`config.mk`:
```
export PLATFORM = sky130hd
export DESIGN_NAME = alu_result_stage
export DESIGN_NICKNAME = d
export VERILOG_FILES = /design/src/rtl/alu_pkg.sv /design/src/rtl/alu_skid_buf.sv /design/src/rtl/alu_result_stage.sv
export SDC_FILE = /design/constraint.sdc
export NUM_CORES = 1
export LEC_CHECK = 0
export CAP_MARGIN = 10
export CELL_PAD_IN_SITES_DETAIL_PLACEMENT = 1
export CELL_PAD_IN_SITES_GLOBAL_PLACEMENT = 2
export CORE_MARGIN = 1
export CORE_UTILIZATION = 30
export DETAILED_ROUTE_END_ITERATION = 6
export HOLD_SLACK_MARGIN = 0.06
export PLACE_DENSITY = 0.83
export SETUP_SLACK_MARGIN = 0.15
export SYNTH_ARGS = -nofsm -noshare
export SYNTH_HDL_FRONTEND = slang
export SYNTH_HIERARCHICAL = 1
export SYNTH_SLANG_ARGS = --single-unit
```
`constraint.sdc`:
```
create_clock -name clk -period 3.55 [get_ports clk]
set_clock_uncertainty 0.15 [all_clocks]
set_input_delay 0.71 -clock clk [delete_from_list [all_inputs] [get_ports clk]]
set_output_delay 0.71 -clock clk [all_outputs]
set_load 0.02 [all_outputs]
```
`src/rtl/alu_pkg.sv`:
```
// Shared types and constants for the ALU result pipeline stage.
// Latency: none (package only).
// Backpressure: none (package only).
package alu_pkg;

    localparam int ALU_W     = 32;
    localparam int ALU_TAG_W = 5;

    localparam logic [2:0] OP_AND = 3'b000;
    localparam logic [2:0] OP_OR  = 3'b001;
    localparam logic [2:0] OP_ADD = 3'b010;
    localparam logic [2:0] OP_SUB = 3'b110;
    localparam logic [2:0] OP_SLT = 3'b111;

    // One buffered ALU result; flags travel with the entry so they are
    // never recomputed from the stored result.
    typedef struct packed {
        logic [ALU_W-1:0]     result;
        logic [2:0]           op;
        logic [ALU_TAG_W-1:0] tag;
        logic                 zero;
        logic                 neg;
    } alu_entry_t;

    // SLT only ever yields 0 or 1, so its sign bit is meaningless; neg is
    // forced low for it. Unknown opcodes get ordinary flags.
    function automatic alu_entry_t alu_make_entry(
        input logic [ALU_W-1:0]     result,
        input logic [2:0]           op,
        input logic [ALU_TAG_W-1:0] tag
    );
        alu_entry_t e;
        e.result = result;
        e.op     = op;
        e.tag    = tag;
        e.zero   = (result == '0);
        e.neg    = (op == OP_SLT) ? 1'b0 : result[ALU_W-1];
        return e;
    endfunction

endpackage

```
`src/rtl/alu_skid_buf.sv`:
```
// Two-entry valid/ready skid buffer for alu_entry_t (main + skid register).
// Latency: 1 cycle from input transfer to out_valid when empty.
// Backpressure: in_ready is registered, drops only when both entries are full.
// Ports: clk, rst_n (sync, active-low); in_valid/in_ready/in_data upstream;
//        out_valid/out_ready/out_data downstream (out_data is the main register).
module alu_skid_buf
    import alu_pkg::*;
(
    input  logic       clk,
    input  logic       rst_n,
    input  logic       in_valid,
    output logic       in_ready,
    input  alu_entry_t in_data,
    output logic       out_valid,
    input  logic       out_ready,
    output alu_entry_t out_data
);

    typedef enum logic [1:0] {
        EMPTY = 2'd0,
        ONE   = 2'd1,
        TWO   = 2'd2
    } state_t;

    state_t     state_q, state_d;
    alu_entry_t main_q, skid_q;
    logic       in_ready_q;
    logic       in_xfer, out_xfer;
    logic       load_main_in, load_main_skid, load_skid;

    assign in_ready  = in_ready_q;
    assign out_valid = (state_q != EMPTY);
    assign out_data  = main_q;
    assign in_xfer   = in_valid & in_ready_q;
    assign out_xfer  = out_valid & out_ready;

    always_comb begin
        state_d        = state_q;
        load_main_in   = 1'b0;
        load_main_skid = 1'b0;
        load_skid      = 1'b0;
        case (state_q)
            EMPTY: begin
                if (in_xfer) begin
                    state_d      = ONE;
                    load_main_in = 1'b1;
                end
            end
            ONE: begin
                case ({in_xfer, out_xfer})
                    2'b10: begin
                        state_d   = TWO;
                        load_skid = 1'b1;
                    end
                    2'b01: state_d = EMPTY;
                    // Main is consumed this edge, so the new entry replaces it.
                    2'b11: load_main_in = 1'b1;
                    default: ;
                endcase
            end
            TWO: begin
                // in_ready is low here, so only the output side can move.
                if (out_xfer) begin
                    state_d        = ONE;
                    load_main_skid = 1'b1;
                end
            end
            default: state_d = EMPTY;
        endcase
    end

    always_ff @(posedge clk) begin
        if (!rst_n) begin
            state_q    <= EMPTY;
            main_q     <= '0;
            skid_q     <= '0;
            in_ready_q <= 1'b0;
        end else begin
            state_q <= state_d;
            if (load_main_in) begin
                main_q <= in_data;
            end else if (load_main_skid) begin
                main_q <= skid_q;
            end
            if (load_skid) begin
                skid_q <= in_data;
            end
            in_ready_q <= (state_d != TWO);
        end
    end

endmodule

```
`src/rtl/alu_result_stage.sv`:
```
// Registered stage after the ALU: captures result/op/tag, derives zero/neg flags.
// Latency: 1 cycle input-to-output when empty; no combinational in->out path.
// Backpressure: two-entry skid, registered in_ready low only when both are full.
// Ports: clk, rst_n (sync, active-low); in_valid/in_ready/in_result/in_op/in_tag;
//        out_valid/out_ready/out_result/out_op/out_tag/out_zero/out_neg.
// Optional ALU_RESULT_STAGE_STATS_EN adds stat_ops (output transfers) and
// stat_stall (cycles with out_valid & !out_ready), both wrapping 32-bit counters.
module alu_result_stage
    import alu_pkg::*;
#(
    parameter int WIDTH = ALU_W,      // must equal ALU_W (entry layout is fixed)
    parameter int TAG_W = ALU_TAG_W   // must equal ALU_TAG_W
) (
    input  logic             clk,
    input  logic             rst_n,
    input  logic             in_valid,
    output logic             in_ready,
    input  logic [WIDTH-1:0] in_result,
    input  logic [2:0]       in_op,
    input  logic [TAG_W-1:0] in_tag,
    output logic             out_valid,
    input  logic             out_ready,
    output logic [WIDTH-1:0] out_result,
    output logic [2:0]       out_op,
    output logic [TAG_W-1:0] out_tag,
    output logic             out_zero,
`ifdef ALU_RESULT_STAGE_STATS_EN
    output logic             out_neg,
    output logic [31:0]      stat_ops,
    output logic [31:0]      stat_stall
`else
    output logic             out_neg
`endif
);

    alu_entry_t in_entry, out_entry;

    // Flags are derived once here, at capture time.
    assign in_entry = alu_make_entry(in_result, in_op, in_tag);

    alu_skid_buf u_skid (
        .clk       (clk),
        .rst_n     (rst_n),
        .in_valid  (in_valid),
        .in_ready  (in_ready),
        .in_data   (in_entry),
        .out_valid (out_valid),
        .out_ready (out_ready),
        .out_data  (out_entry)
    );

    assign out_result = out_entry.result;
    assign out_op     = out_entry.op;
    assign out_tag    = out_entry.tag;
    assign out_zero   = out_entry.zero;
    assign out_neg    = out_entry.neg;

`ifdef ALU_RESULT_STAGE_STATS_EN
    logic [31:0] stat_ops_q, stat_stall_q;

    always_ff @(posedge clk) begin
        if (!rst_n) begin
            stat_ops_q   <= '0;
            stat_stall_q <= '0;
        end else begin
            if (out_valid & out_ready) begin
                stat_ops_q <= stat_ops_q + 32'd1;
            end
            if (out_valid & !out_ready) begin
                stat_stall_q <= stat_stall_q + 32'd1;
            end
        end
    end

    assign stat_ops   = stat_ops_q;
    assign stat_stall = stat_stall_q;
`endif

endmodule

```
# ---- After elaboration in Yosys (flattened, before gate mapping)
# Cells that the tools add are included.
dict set report classes {
  bitwise_logic 2
  shift 0
  add_sub_neg 0
  mux 14
  eq_ne 7
  multipliers 0
  reduce_logical 4
  magnitude_cmp 0
  n_div 0
}
# operator n
set op_table {}
lappend op_table {{$mux W42} 2}
lappend op_table {{$logic_not A32 Y1} 1}
lappend op_table {{$mux W1} 7}
lappend op_table {{$eq A2 B2 Y1 const B} 3}
lappend op_table {{$pmux W2 S3} 1}
lappend op_table {{$eq A2 B1 Y1 const B} 2}
lappend op_table {{$mux W2} 2}
lappend op_table {{$pmux W2 S2} 1}
lappend op_table {{$reduce_bool A2 Y1} 2}
lappend op_table {{$eq A3 B3 Y1 const B} 1}
lappend op_table {{$and A1 B1 Y1} 2}
lappend op_table {{$logic_not A2 Y1} 1}
lappend op_table {{$ne A2 B2 Y1 const B} 1}
lappend op_table {{$pmux W1 S2} 1}
dict set report totals {
  ff_bits 87
  output_inout_bits 44
  ram_bits 0
  word_cells 39
  mem_bits_ro 0
  input_bits 44
  latchBits 0
  mem_count 0
}

# ---- Depth between registers and ports, before layout
dict set report logic_depth {
  depth_word 6
  mapped_depth 6
  depth_no_buf 5
}

# ---- Cells and area by module
# Netlist, hierarchy kept.
# module instances cells_per_inst area_each_um2 seq_area_each_um2
set by_module_without_submodules {}
lappend by_module_without_submodules {alu_skid_buf 1 435 3460.8 1741.7}
lappend by_module_without_submodules {alu_result_stage 1 13 88.8 0.0}

# ---- Worst setup path after synthesis
# Ideal clock, no wire load.
dict set report synth_timing {
  path_kind {input to register}
  start {input in_valid}
  end {register u_skid/skid_q[10] in the netlist's numbering}
  n_path_buf 2
  setup_time_ns 0.116
  stages 6
  required_time_ns 3.284
  setup_slack_ns 1.821
  t_arrival_ns 1.463
  path_cell_list {and3b_1 and2_1 buf_2 buf_4 nand2_1 a21boi_1}
}
dict set report synth_between {
  elab_chain_len 4
}
# element line
set synth_lines {}
lappend synth_lines {{start, declared} alu_result_stage.sv:16} ;# input logic in_valid,
lappend synth_lines {{$and A1 B1 Y1} alu_skid_buf.sv:34} ;# assign in_xfer = in_valid & in_ready_q;
lappend synth_lines {{$eq A2 B2 Y1} alu_skid_buf.sv:50} ;# case ({in_xfer, out_xfer})
lappend synth_lines {{$mux W1} alu_skid_buf.sv:50}
lappend synth_lines {{$mux W1} alu_skid_buf.sv:42} ;# case (state_q)
lappend synth_lines {{end signal, assigned} alu_skid_buf.sv:86} ;# skid_q <= in_data;
lappend synth_lines {{end, declared} alu_skid_buf.sv:26} ;# alu_entry_t main_q, skid_q;
# No other way between the ends.
# A chain may end at the register's enable or synchronous reset.

# ---- Worst setup path after layout
dict set report layout_timing {
  start {input out_ready}
  end {register u_skid.main_q (netlist bit u_skid/out_data[36])}
}
dict set report layout_between {
  elab_chain_len 5
  word_cells_on_any_way 8
  classes_between {eq/ne (1); mux (5); bitwise (1); reduce/logical (1)}
}
# element line
set layout_lines {}
lappend layout_lines {{start, declared} alu_result_stage.sv:22} ;# input logic out_ready,
lappend layout_lines {{$and A1 B1 Y1 (*)} alu_skid_buf.sv:35} ;# assign out_xfer = out_valid & out_ready;
lappend layout_lines {{$eq A2 B2 Y1} alu_skid_buf.sv:50}
lappend layout_lines {{$mux W1} alu_skid_buf.sv:50}
lappend layout_lines {{$pmux W1 S2} alu_skid_buf.sv:42}
lappend layout_lines {{$mux W42 or $reduce_bool A2 Y1 (tied branches)} -}
lappend layout_lines {{end signal, assigned} alu_skid_buf.sv:81} ;# main_q <= in_data;
lappend layout_lines {{end signal, assigned} alu_skid_buf.sv:83} ;# main_q <= skid_q;
lappend layout_lines {{end, declared} alu_skid_buf.sv:26}
# Every way passes the cells marked *; elsewhere a longest branch is shown, timed or not.

==> key figures <==
Status
  • Outcome: completed

Placed design
  • Port bufs: slightly below 90
  • DP HPWL: around 6.8 mm
  • Worst slack at placement: about 0.62 ns
  • RD Place Congestion: approximately 0.72

Worst setup path
  • Startpoint types: input port
  • R2R depth: 5
  • CP Data Required Time: around 3.7 ns
  • Crit-path max cell delay: 0.83 ns
  • Crit-path max FO: 43
  • Critical path capture point type: flop
  • Crit path arrival time: around 2.7 ns
  • Critical path type: in -> reg
  • Critical path, cell by cell: clkdlybuf4s50_1, o21ai_4, buf_12, o21ai_0, a31oi_1
  • Slowest library cell on the worst path: o21ai_4

Clock network
  • CTS Hold Bufs: 0
  • CTS clock-pin slew for the worst setup and hold paths: about 0.060 ns
  • Maximum clock path buffer count: 2
  • Post-CTS sizing: 0
  • H-tree depth: 3
  • Total CTS buffers: 9
  • Post-CTS Setup Repair Bufs: 0
  • Clock latency on the worst-skew pair: about 0.34 ns
  • CTS tree: built
  • Root Buffer: clkbuf_16
  • # clock sinks: between 80 and 90

Floorplan
  • IO Pins: approximately 90
  • # rows: 39
  • Die width: 111 um
  • Total Die Area: approximately 0.012 sq mm
  • Core Region: approximately 0.011 sq mm
  • Initial Utilization: 0.310
  • Chip height: approximately 110 um

GRT
  • First-pass GRT wire length: ~17 mm
  • Gr usage total: 0.175
  • Initial antenna violation count: 0
  • Pin count of the biggest net entering global routing: 44
  • Vias in the first global route: 3366
  • GRT overflow: 0

Synth
  • Post-synthesis cell area: 0.00355 sq mm
  • Synth warn: 6
  • Cells after Synth: between 400 and 500
  • Syn_area_per_cell: between 7 and 8 sq um
  • Sequential share of the synthesized area: 0.491
  • Mapped Nets: between 400 and 500
  • Yosys cell types: 26
  • Yosys reg bits: 87

Detailed routing
  • DRC: 0
  • DR pass1 iterations: 4
  • Antenna viol nets, final: 0
  • Via count: 3358
  • Vias per cell: around 5
  • WL final: slightly above 10 mm
  • Post-DR wirelength/cell: around 16 um
  • First DRT Iteration DRCs: around 120

Cells and area
  • N_diodes: 0
  • Final nets: ~560
  • Multi-input gate area: 0.00163 sq mm
  • Commonest non-fill, non-tap cell in the layout: nand2_1
  • Area growth from synthesis to layout: 35.2%
  • FF/Latch Area: about 0.0017 sq mm
  • Filler instances: ~1400
  • Share of post-route cells with drive strength above 1: 0.0594
  • Post-layout util: 0.419
  • Most frequent cells in the layout: nand2_1, dfxtp_1, clkdlybuf4s50_1

Hold path
  • Hold Path Depth: 2
  • Worst hold path type: reg -> reg

Power and ir drop
  • Power Total: between 0.002 and 0.0025 W
  • Maximum VDD drop: ~330 uV
  • PwrDens: 486 mW/mm^2
  • Lkg Pwr: between 1.5 and 2 nW

STA
  • RSZ-0062 raised after global routing: false
  • FMAX: roughly 400 MHz
  • Final setup margin: about 1.0 ns
  • Relative slew slack: 0.332
  • Period utilization: 0.717
  • Worst Tran Pin Value: around 1 ns
  • Final TNS setup: 0 ns
  • Final Max Slew Viols: 0
  • Final Setup Violations: 0
  • Fin. Hold Viols: 0
  • Fin crit period: 2.55 ns

Run
  • MaxCap Viol Count: 0
-- metrics by stage --
stage | hold WS (ns) | area, sq um | cells
2_1_floorplan | 0.285 | 3550 | 448
3_3_place_gp | 0.290 | 4490 | 649
3_5_place_dp | 0.297 | 4490 | 649
4_1_cts | 0.306 | 4800 | 665
5_1_grt | 0.323 | 4800 | 665
6_report | 0.303 | 4800 | 665
-- area by class of cell --
class,count,share of cell area
Sequential cell,87,0.363
Multi-Input combinational cell,323,0.340
Timing Repair Buffer,94,0.194
Clock buffer,13,0.0563
Tap cell,143,0.0373
Clock inverter,3,0.00834
Inverter,2,0.00156
-- power by group --
group / internal [W] / total, W / switching [W]
logic: 0.000147 / 0.000301 / 0.000155
clock network: 0.000601 / 0.000986 / 0.000385
registers: 0.00102 / 0.00104 / 0.0000248
-- sequential cells by signal (all words and copies together), names as in the netlist --
name,cells
u_skid/in_ready,1
u_skid/out_data,42
u_skid/skid_q,42
u_skid/state_q,2
-- synthesized netlist by cell type --
cell type / count / area share
nand2_1: 170 / 0.18
and3b_1: 1 / 0.0025
nor4_2: 2 / 0.0070
and3_1: 1 / 0.0018
a21boi_0: 2 / 0.0042
buf_4: 5 / 0.011
nand3_1: 1 / 0.0014
or2_2: 1 / 0.0018
and2_1: 3 / 0.0053
buf_6: 2 / 0.0063
o21ai_1: 20 / 0.028
inv_1: 2 / 0.0021
nor2_1: 2 / 0.0021
nor4_1: 6 / 0.011
dfxtp_1: 87 / 0.49
nor2b_1: 2 / 0.0035
o21ai_2: 1 / 0.0025
mux2i_1: 2 / 0.0056
clkbuf_1: 14 / 0.015
a21boi_1: 40 / 0.085
o21ai_0: 22 / 0.031
o22ai_1: 1 / 0.0018
nand4_1: 2 / 0.0035
buf_2: 15 / 0.021
a31oi_1: 43 / 0.076
a21oi_1: 1 / 0.0014
-- cells by family (layout without fill, tap and decap cells) --
kind of cell	Yosys count	after routing	share of synthesized area
DFF	87	87	0.491
muxes	2	2	0.00564
buffers and inverters	38	112	0.0550
and+or+nand+nor	191	191	0.219
AOI/OAI and AO/OA	130	130	0.229
-- critical path: cells and delay by family --
| kind | cells | cell delay (ns) |
|---|---|---|
| buffers and inverters | 2 | 0.85 |
| AO/OA/AOI/OAI | 3 | 1.09 |
-- final timing paths --
check                    startpoint             endpoint  slack [ns]
setup / recovery          out_ready  u_skid/out_data[36]        1.00
hold / removal    u_skid/skid_q[20]    u_skid/skid_q[20]        0.30
setup reg to reg  u_skid/state_q[0]  u_skid/out_data[36]        1.40
hold reg to reg   u_skid/skid_q[20]    u_skid/skid_q[20]        0.30
-- metal layers --
| metal | vias to the layer above | track usage | part of all wire | wire, um |
|---|---|---|---|---|
| li1 | 1656 | - | - | - |
| met1 | 1623 | 0.221 | 0.46 | 4810 |
| met2 | 70 | 0.294 | 0.49 | 5040 |
| met3 | 9 | 0.0487 | 0.041 | 423 |
| met4 | 0 | 0.0453 | 0.0088 | 91 |
| met5 | - | 0 | 0 | 0 |
(Power assumes the default switching activity.)
